## config.mk

```make
export PLATFORM = sky130hd
export DESIGN_NAME = dunc16_sequencer
export DESIGN_NICKNAME = d
export VERILOG_FILES = /design/src/rtl/dunc16_pkg.sv /design/src/rtl/dunc16_timing.sv /design/src/rtl/dunc16_sequencer.sv
export SDC_FILE = /design/constraint.sdc
export NUM_CORES = 1
export LEC_CHECK = 0
export CAP_MARGIN = 40
export CORE_MARGIN = 2
export CORE_UTILIZATION = 38
export DETAILED_ROUTE_END_ITERATION = 10
export GPL_TIMING_DRIVEN = 0
export PLACE_DENSITY_LB_ADDON = 0.05
export SLEW_MARGIN = 5
export SYNTH_ARGS = -nofsm -noshare
export SYNTH_HDL_FRONTEND = slang
export SYNTH_SLANG_ARGS = --single-unit
```

## constraint.sdc

```tcl
create_clock -name CLK -period 2.6 [get_ports CLK]
set_input_delay 0.78 -clock CLK [delete_from_list [all_inputs] [get_ports CLK]]
set_output_delay 0.78 -clock CLK [all_outputs]
set_load 0.03 [all_outputs]
```

## src/rtl/dunc16_pkg.sv

```systemverilog
// Shared definitions for the dunc16 control path: opcodes, sequencer phases,
// datapath mux-select encodings and the per-opcode execute length.
package dunc16_pkg;

    // Instruction opcodes held in IR
    localparam logic [3:0] OP_LDA = 4'h1;
    localparam logic [3:0] OP_STA = 4'h2;
    localparam logic [3:0] OP_ADD = 4'h3;
    localparam logic [3:0] OP_JMP = 4'h4;
    localparam logic [3:0] OP_HLT = 4'hF;

    // Sequencer phase
    typedef enum logic [1:0] {
        PH_FETCH   = 2'd0,
        PH_EXECUTE = 2'd1,
        PH_HALT    = 2'd2
    } phase_t;

    // MA_SEL / PC_SEL sources
    localparam logic SEL_PC   = 1'b0;
    localparam logic SEL_MD   = 1'b1;
    // MD_SEL sources
    localparam logic SEL_MEM  = 1'b0;
    localparam logic SEL_AC   = 1'b1;
    // AC_SEL sources
    localparam logic SEL_ACMD = 1'b0;
    localparam logic SEL_ALU  = 1'b1;
    // PC_SEL increment source
    localparam logic SEL_INC  = 1'b0;

    // Last execute step for an opcode; memory-touching ops take two steps
    function automatic logic [1:0] exec_last_step(input logic [3:0] op);
        case (op)
            OP_LDA, OP_STA, OP_ADD: return 2'd1;
            default:                return 2'd0;
        endcase
    endfunction

endpackage

```

## src/rtl/dunc16_timing.sv

```systemverilog
// Step counter for the dunc16 sequencer. Holds on a memory stall, returns to
// T0 on clear (clear wins over hold), and presents the step as one-hot T.
module dunc16_timing (
    input  logic       CLK,
    input  logic       RESET_N,
    input  logic       hold,
    input  logic       clear,
    output logic [1:0] step,
    output logic [3:0] T
);

    logic [1:0] step_r;

    // Step register: clear to T0, freeze on stall, otherwise count up
    always_ff @(posedge CLK or negedge RESET_N) begin
        if (!RESET_N) begin
            step_r <= 2'd0;
        end else if (clear) begin
            step_r <= 2'd0;
        end else if (hold) begin
            step_r <= step_r;
        end else begin
            step_r <= step_r + 2'd1;
        end
    end

    // One-hot decode of the current step
    always_comb begin
        T = 4'b0000;
        case (step_r)
            2'd0:    T = 4'b0001;
            2'd1:    T = 4'b0010;
            2'd2:    T = 4'b0100;
            2'd3:    T = 4'b1000;
            default: T = 4'b0000;
        endcase
    end

    assign step = step_r;

endmodule

```

## src/rtl/dunc16_sequencer.sv

```systemverilog
// Control unit for the dunc16 accumulator datapath. A phase register
// (FETCH/EXECUTE/HALT) plus the step counter fully define state; every
// enable, select and memory strobe is decoded from that state (and IR in
// EXECUTE). Memory steps stretch while MEM_READY is low.
module dunc16_sequencer
    import dunc16_pkg::*;
#(
    parameter int             OPW         = 4,
    parameter logic [OPW-1:0] HALT_OPCODE = 4'hF
) (
    input  logic           CLK,
    input  logic           RESET_N,
    input  logic [OPW-1:0] IR_OUT,
    input  logic           MEM_READY,
    input  logic           RUN,
    output logic           FETCH,
    output logic           EXECUTE,
    output logic [3:0]     T,
    output logic           EN_MA,
    output logic           EN_MD,
    output logic           EN_AC,
    output logic           EN_PC,
    output logic           EN_IR,
    output logic           MA_SEL,
    output logic           MD_SEL,
    output logic           AC_SEL,
    output logic           PC_SEL,
    output logic           MEM_RD,
    output logic           WRITE,
    output logic           HALTED
);

    phase_t     phase_r;
    phase_t     phase_nxt_s;
    logic [1:0] step_s;
    logic [3:0] t_s;
    logic       stall_s;
    logic       clear_s;
    logic       halt_op_s;
    logic [1:0] last_step_s;
    logic       en_ma_s, en_md_s, en_ac_s, en_pc_s, en_ir_s;
    logic       mem_rd_s, write_s;

    assign halt_op_s   = (IR_OUT == HALT_OPCODE);
    assign last_step_s = halt_op_s ? 2'd0 : exec_last_step(IR_OUT);
    assign stall_s     = (mem_rd_s | write_s) & ~MEM_READY;
    // Any phase change restarts at T0; HALT keeps the counter parked at T0
    assign clear_s     = (phase_nxt_s != phase_r) | (phase_r == PH_HALT);

    dunc16_timing u_timing (
        .CLK     (CLK),
        .RESET_N (RESET_N),
        .hold    (stall_s),
        .clear   (clear_s),
        .step    (step_s),
        .T       (t_s)
    );

    // Phase register
    always_ff @(posedge CLK or negedge RESET_N) begin
        if (!RESET_N) begin
            phase_r <= PH_FETCH;
        end else begin
            phase_r <= phase_nxt_s;
        end
    end

    // Next phase: leave FETCH after T3, leave EXECUTE after the opcode's last step
    always_comb begin
        phase_nxt_s = phase_r;
        case (phase_r)
            PH_FETCH: begin
                if ((step_s == 2'd3) && !stall_s) begin
                    phase_nxt_s = PH_EXECUTE;
                end else begin
                    phase_nxt_s = PH_FETCH;
                end
            end
            PH_EXECUTE: begin
                if ((step_s == 2'd0) && halt_op_s) begin
                    phase_nxt_s = PH_HALT;
                end else if ((step_s == last_step_s) && !stall_s) begin
                    phase_nxt_s = PH_FETCH;
                end else begin
                    phase_nxt_s = PH_EXECUTE;
                end
            end
            PH_HALT: begin
                if (RUN) begin
                    phase_nxt_s = PH_FETCH;
                end else begin
                    phase_nxt_s = PH_HALT;
                end
            end
            default: phase_nxt_s = PH_FETCH;
        endcase
    end

    // Control decode; data-capture enables on memory steps wait for MEM_READY
    always_comb begin
        en_ma_s  = 1'b0;
        en_md_s  = 1'b0;
        en_ac_s  = 1'b0;
        en_pc_s  = 1'b0;
        en_ir_s  = 1'b0;
        mem_rd_s = 1'b0;
        write_s  = 1'b0;
        MA_SEL   = SEL_PC;
        MD_SEL   = SEL_MEM;
        AC_SEL   = SEL_ACMD;
        PC_SEL   = SEL_INC;
        case (phase_r)
            PH_FETCH: begin
                case (step_s)
                    2'd0: en_ma_s = 1'b1;
                    2'd1: begin
                        mem_rd_s = 1'b1;
                        en_md_s  = MEM_READY;
                        en_pc_s  = MEM_READY;
                    end
                    2'd2: en_ir_s = 1'b1;
                    2'd3: begin
                        en_ma_s = 1'b1;
                        MA_SEL  = SEL_MD;
                    end
                    default: en_ma_s = 1'b0;
                endcase
            end
            PH_EXECUTE: begin
                if (halt_op_s) begin
                    en_ma_s = 1'b0;
                end else begin
                    case (IR_OUT)
                        OP_LDA, OP_ADD: begin
                            if (step_s == 2'd0) begin
                                mem_rd_s = 1'b1;
                                en_md_s  = MEM_READY;
                            end else begin
                                en_ac_s = 1'b1;
                                AC_SEL  = (IR_OUT == OP_ADD) ? SEL_ALU : SEL_ACMD;
                            end
                        end
                        OP_STA: begin
                            if (step_s == 2'd0) begin
                                en_md_s = 1'b1;
                                MD_SEL  = SEL_AC;
                            end else begin
                                write_s = 1'b1;
                            end
                        end
                        OP_JMP: begin
                            en_pc_s = 1'b1;
                            PC_SEL  = SEL_MD;
                        end
                        default: en_ma_s = 1'b0;
                    endcase
                end
            end
            default: en_ma_s = 1'b0;
        endcase
    end

    // Enables are forced low while reset is asserted, even in FETCH/T0
    assign EN_MA   = en_ma_s & RESET_N;
    assign EN_MD   = en_md_s & RESET_N;
    assign EN_AC   = en_ac_s & RESET_N;
    assign EN_PC   = en_pc_s & RESET_N;
    assign EN_IR   = en_ir_s & RESET_N;
    assign MEM_RD  = mem_rd_s;
    assign WRITE   = write_s;
    assign FETCH   = (phase_r == PH_FETCH);
    assign EXECUTE = (phase_r == PH_EXECUTE);
    assign HALTED  = (phase_r == PH_HALT);
    assign T       = (phase_r == PH_HALT) ? 4'b0000 : t_s;

endmodule

```

---- After elaboration in Yosys (flattened, before gate mapping) ----
Index checks and enable logic that the tools add are counted.
storage, ports and cells
  input bits .............................. 8
  register bits after elaboration ......... 4
  word-level logic and storage cells ...... 80
operators by class
  eq/ne operators ......................... 13
  bitwise logic cells ..................... 9
  add/sub/neg operators ................... 1
  mux-type cells .......................... 46
  reductions and logical operators ........ 9
operators by type and width
  kind                 number
  $mux 1               34
  $pmux 4 s4           1
  $mux 2               5
  $eq 4x2->1 const B   2
  $pmux 1 s2           4
  $and 1x1->1          6
  $eq 2x2->1 const B   3
  $pmux 2 s3           1
  $eq 2x1->1 const B   2
  $eq 4x1->1 const B   1
  $eq 4x3->1 const B   1
  $eq 4x4->1 const B   1
  $logic_not 2->1      2
  $mux 4               1
  $reduce_or 2->1      2
  $logic_and 1x1->1    3
  $reduce_or 3->1      1
  $add 2x1->2 const B  1
  $eq 2x2->1           1
  $ne 2x1->1 const B   1
  $ne 2x2->1           1
  $or 1x1->1           2
  $logic_not 1->1      1
  $not 1->1            1

---- Longest topological paths before layout ----
Gate-level depths: netlist (run 1).
  depth in word-level cells ............... 15
  depth in mapped cells ................... 7
  depth with buffers taken out ............ 7

---- Cells and area by module ----
From an unflattened synthesis (run 1), not the netlist that was laid out.
second synthesis, totals
  cells, all modules ...................... 65
  area total of the unflattened synthesis .. 534.3 um^2
by module, submodules not included
  module            times used  sequential area each (um^2)  area an instance (um^2)  cells an instance
  dunc16_sequencer  1           50.0                         400.4                    53
  dunc16_timing     1           50.0                         133.9                    12

---- Worst setup path before layout (run 1) ----
No wires, ideal clock.
  path kind ............................... input port to output port
  start ................................... input IR_OUT[2]
  end ..................................... output EN_MD
  stages .................................. 4
  arrival ................................. 2,688 ps
  buffers on the path ..................... 0
  setup slack ............................. -868 ps
  cell sequence ........................... or4b_4 -> o21ai_0 -> a21oi_1 -> nor2_1
on the way
  longest elaborated chain between the ends .. 6
  elaborated cells on any way between the ends .. 9
  classes of those cells .................. eq/ne: 4; mux: 3; bitwise: 1; reduce/logical: 1
ends and longest elaborated chain
  element                                          line                     text
  from (decl)                                      dunc16_sequencer.sv:13   input logic [OPW-1:0] IR_OUT,
  $eq 4x2->1 / $eq 4x1->1 (equally long branches)  dunc16_sequencer.sv:133  case (IR_OUT)
  $reduce_or 2->1                                  dunc16_sequencer.sv:133
  $pmux 1 s2                                       dunc16_sequencer.sv:133
  $mux 1 (*)                                       dunc16_sequencer.sv:130  if (halt_op_s) begin
  $pmux 1 s2 (*)                                   dunc16_sequencer.sv:112  case (phase_r)
  $and 1x1->1 (*)                                  dunc16_sequencer.sv:165  assign EN_MD = en_md_s & RESET_N;
  to (decl)                                        dunc16_sequencer.sv:20   output logic EN_MD,
Mark *: on every way between the ends. The rest lies on a longest branch, timed or not.

---- Final worst setup path (run 1) ----
  start ................................... input IR_OUT[3]
  end ..................................... output EN_MD
The elaborated chain is that of the path after synthesis.

==> metrics.md, run 1 <==
| Metric | Value |
|---|---|
| Largest net degree at the start of global routing | 9 |
| Cell taking the most area after synthesis | dfrtp_1 |
| Mean Syn Cell Area | 7.64 µm² |
| Skew-Pair Late Insertion Delay | 0.25 ns |
| Final Slew Violations | 0 |
| # DRC | 0 |
| Ratio of cells with drive above 1 in the final layout | 34.4% |
| Vias in the first global route | approximately 500 |
| Net Sw Frac | 53.0% |
| Core Rows | 13 |
| CTS tree | built |
| Hold Vio Cnt, Final | 0 |
| Cells after synthesis | 65 |
| CTS Sinks | 4 |
| First-pass GRT wire length | 2110 µm |
| R2R depth | 7 |
| Clock power share | slightly below 10% |
| Initial antenna violation count | 0 |
| FF-to-FF setup slack | about 0.39 ns |
| Slew headroom | 79.0% |
| Nets | around 110 |
| Post-Route WL | roughly 1400 µm |
| Area fraction of the dominant cell type after synthesis | 20.2% |
| Worst Slack Setup Final | -0.135 ns |
| Status | complete, but fails checks |
| Switching Power | 454 µW |
| Mapped Nets | 80 |
| Core area | 1250 µm² |
| Achievable Freq | approximately 370 MHz |
| Clock Skew | 0.0122 ns |
| Post-Syn Area | 497 µm² |
| Max_cap viols | 0 |
| Failing checks | negative setup slack |
| Initial drt markers | 11 |
| H-Tree Level Count | 1 |
| Nature of the critical path endpoint | output port |
| Die height | roughly 40 µm |
| Wire per inst | around 13 µm |
| RSZ-0062 raised after global routing | yes |
| Drt via density | roughly 5.3 |
| CP max FO | 5 |
| Sequential area share after synthesis | roughly a fifth |
| Vias after detailed routing | between 500 and 600 |
| Worst EP required | 1.82 ns |
| Crit share post-route | 105% |
| Chip Width | approximately 40 µm |
| Area delta synth->final | 77.3% |
| Fin crit period | between 2 and 3 ns |
| Worst-Margin Slew | approximately 0.31 ns |
| Distinct cell type count after synthesis | 24 |
| Clock root buffer | clkbuf_4 |
| Remaining global-route overflow | 0 |
| Num CTS Buffers | 3 |
| P_int | 402 µW |
| Setup CP Type | in2out |
| Clock Path Buffers | 2 |
| Hold WC Path Type | in2async |
| GPL Wtd Cong | between 0.7 and 0.8 |
| # IOs | 26 |
| Warnings from Yosys | 0 |
| Initial Util | about two fifths |
| Overall Power | about 860 µW |
| Crit path launch type | input port |
| Yosys reg bits | 4 |
| Inserted Diodes | 0 |
| GRT Total Usage | 19.6% |
| Leak pwr | around 0.44 nW |
| Synth top area cells | dfrtp_1, ha_1, nand2_1 |
| Count of input and output buffers | 25 |
| Worst IR Drop VDD | ~0.64 mV |
| Clk pin slew, worst setup/hold paths | 0.05 ns |
| Comb power frac | 75.3% |
| DP HPWL | 1030 µm |
| Final setup viols | 5 |
| First-pass DRT Iterations | 4 |
| WP data arrival | around 2.0 ns |
| Die Area | 1610 µm² |
| Pwr Density | 972 nW/µm² |
| Post-route ant nets | 0 |
| Worst slack, placed | -1.10 ns |
| Seq pwr share | 15.0% |
-- area by class of cell --
class                      count  area [µm²]
clock buffer                   3        22.5
fill                         117         372
timing repair buffer          28         270
tap                           15        18.8
inverter                       5        18.8
multi-input combinational     56         450
sequential                     4         100
-- logic make-up after synthesis --
kind of cell | Yosys count | synth area share, %
fa+ha+maj | 7 | 17.6
buf+inv | 5 | 3.78
compound gates | 12 | 17.9
xor+xnor | 1 | 1.76
flops | 4 | 20.2
simple gates | 36 | 38.8
-- power groups by stage --
stage	Combinational [mW]	Sequential, mW	Clock [mW]
2_1_floorplan	0.437	0.116	0
3_3_place_gp	0.638	0.127	0
3_5_place_dp	0.642	0.128	0
6_report	0.645	0.129	0.0832
5_1_grt	0.700	0.136	0.0901
4_1_cts	0.625	0.129	0.0845
-- cells in the mapped netlist --
library cell and instances:
or4b_4 1, nand3_1 1, xnor2_1 1, a221oi_1 2
a21oi_2 1, dfrtp_1 4, inv_1 5, nor3_1 3
or2b_1 1, nand3b_1 1, and2_1 4, o32ai_1 1
nor2_1 8, nand2b_1 3, a21o_1 2, nor4b_1 1
and3_1 3, nand2_1 9, o2111ai_1 2, o21ai_0 2
a31oi_1 1, a21oi_1 1, or3b_2 1, ha_1 7
-- cell usage in the layout (no fill, tap or decap), drive strengths merged, types with 3 or more instances in the layout --
cell,instances
nor3,3
dfrtp,4
nor2,8
nand2b,3
dlygate4sd2,5
clkdlybuf4s50,5
nand2,9
and2,4
clkbuf,5
ha,7
and3,3
inv,5
buf,12
-- final timing paths --
kind / from / to
worst max-delay path: IR_OUT[3] / EN_MD
worst min-delay path: RESET_N / phase_r[1]
worst max register to register: u_timing.step[0] / phase_r[0]
worst min register to register: phase_r[1] / u_timing.step[0]
max in group asynchronous: RESET_N / u_timing.step[1]
min in group CLK: phase_r[1] / u_timing.step[0]
-- worst max-delay path, stage by stage --
cell and delay (ns):
buf_8 0.09, or4b_4 0.61, o21ai_4 0.17, a21oi_2 0.08, nor2_4 0.08, buf_6 0.13
-- flip-flops by register name (all words and copies together), names as in the netlist --
signal and count:
u_timing.step 2, phase_r 2
-- through the flow --
step | utilization, % | instance area, µm² | hold WS [ns] | cells | setup TNS [ns]
after global routing | 70.3 | 881 | 0.513 | 111 | -0.640
after detailed placement | 65.3 | 818 | 0.577 | 105 | -8.82
final | 70.3 | 881 | 0.488 | 111 | -0.468
after CTS | 67.4 | 845 | 0.534 | 109 | -0.468
after global placement | 65.3 | 818 | 0.566 | 105 | -8.66
after floorplan | - | 549 | 0.484 | 65 | -0.173
-- routing by layer --
metal	up-vias	GRT usage (%)	part of all wire, %
met5	-	0	0
met3	3	3.89	7.5
li1	293	-	-
met4	0	5.17	0.91
met2	21	34.3	51
met1	270	23.9	40
-- repair_timing --
item                                    4_1_cts  5_1_grt
resized for setup                            70       14
buffers inserted                              1        2
endpoints found under the setup margin       14       12
endpoints found under the hold margin         0        0
hold buffers                                  0        0
pin swaps                                     5        6
Power figures use the tool's default switching activity.
==> inputs of run 2 (changes only) <==
Settings changed: CTS_CLUSTER_DIAMETER from default to 150.
==> results of run 2 <==
The final DEF is identical to that of run 1; final timing and power are the same.
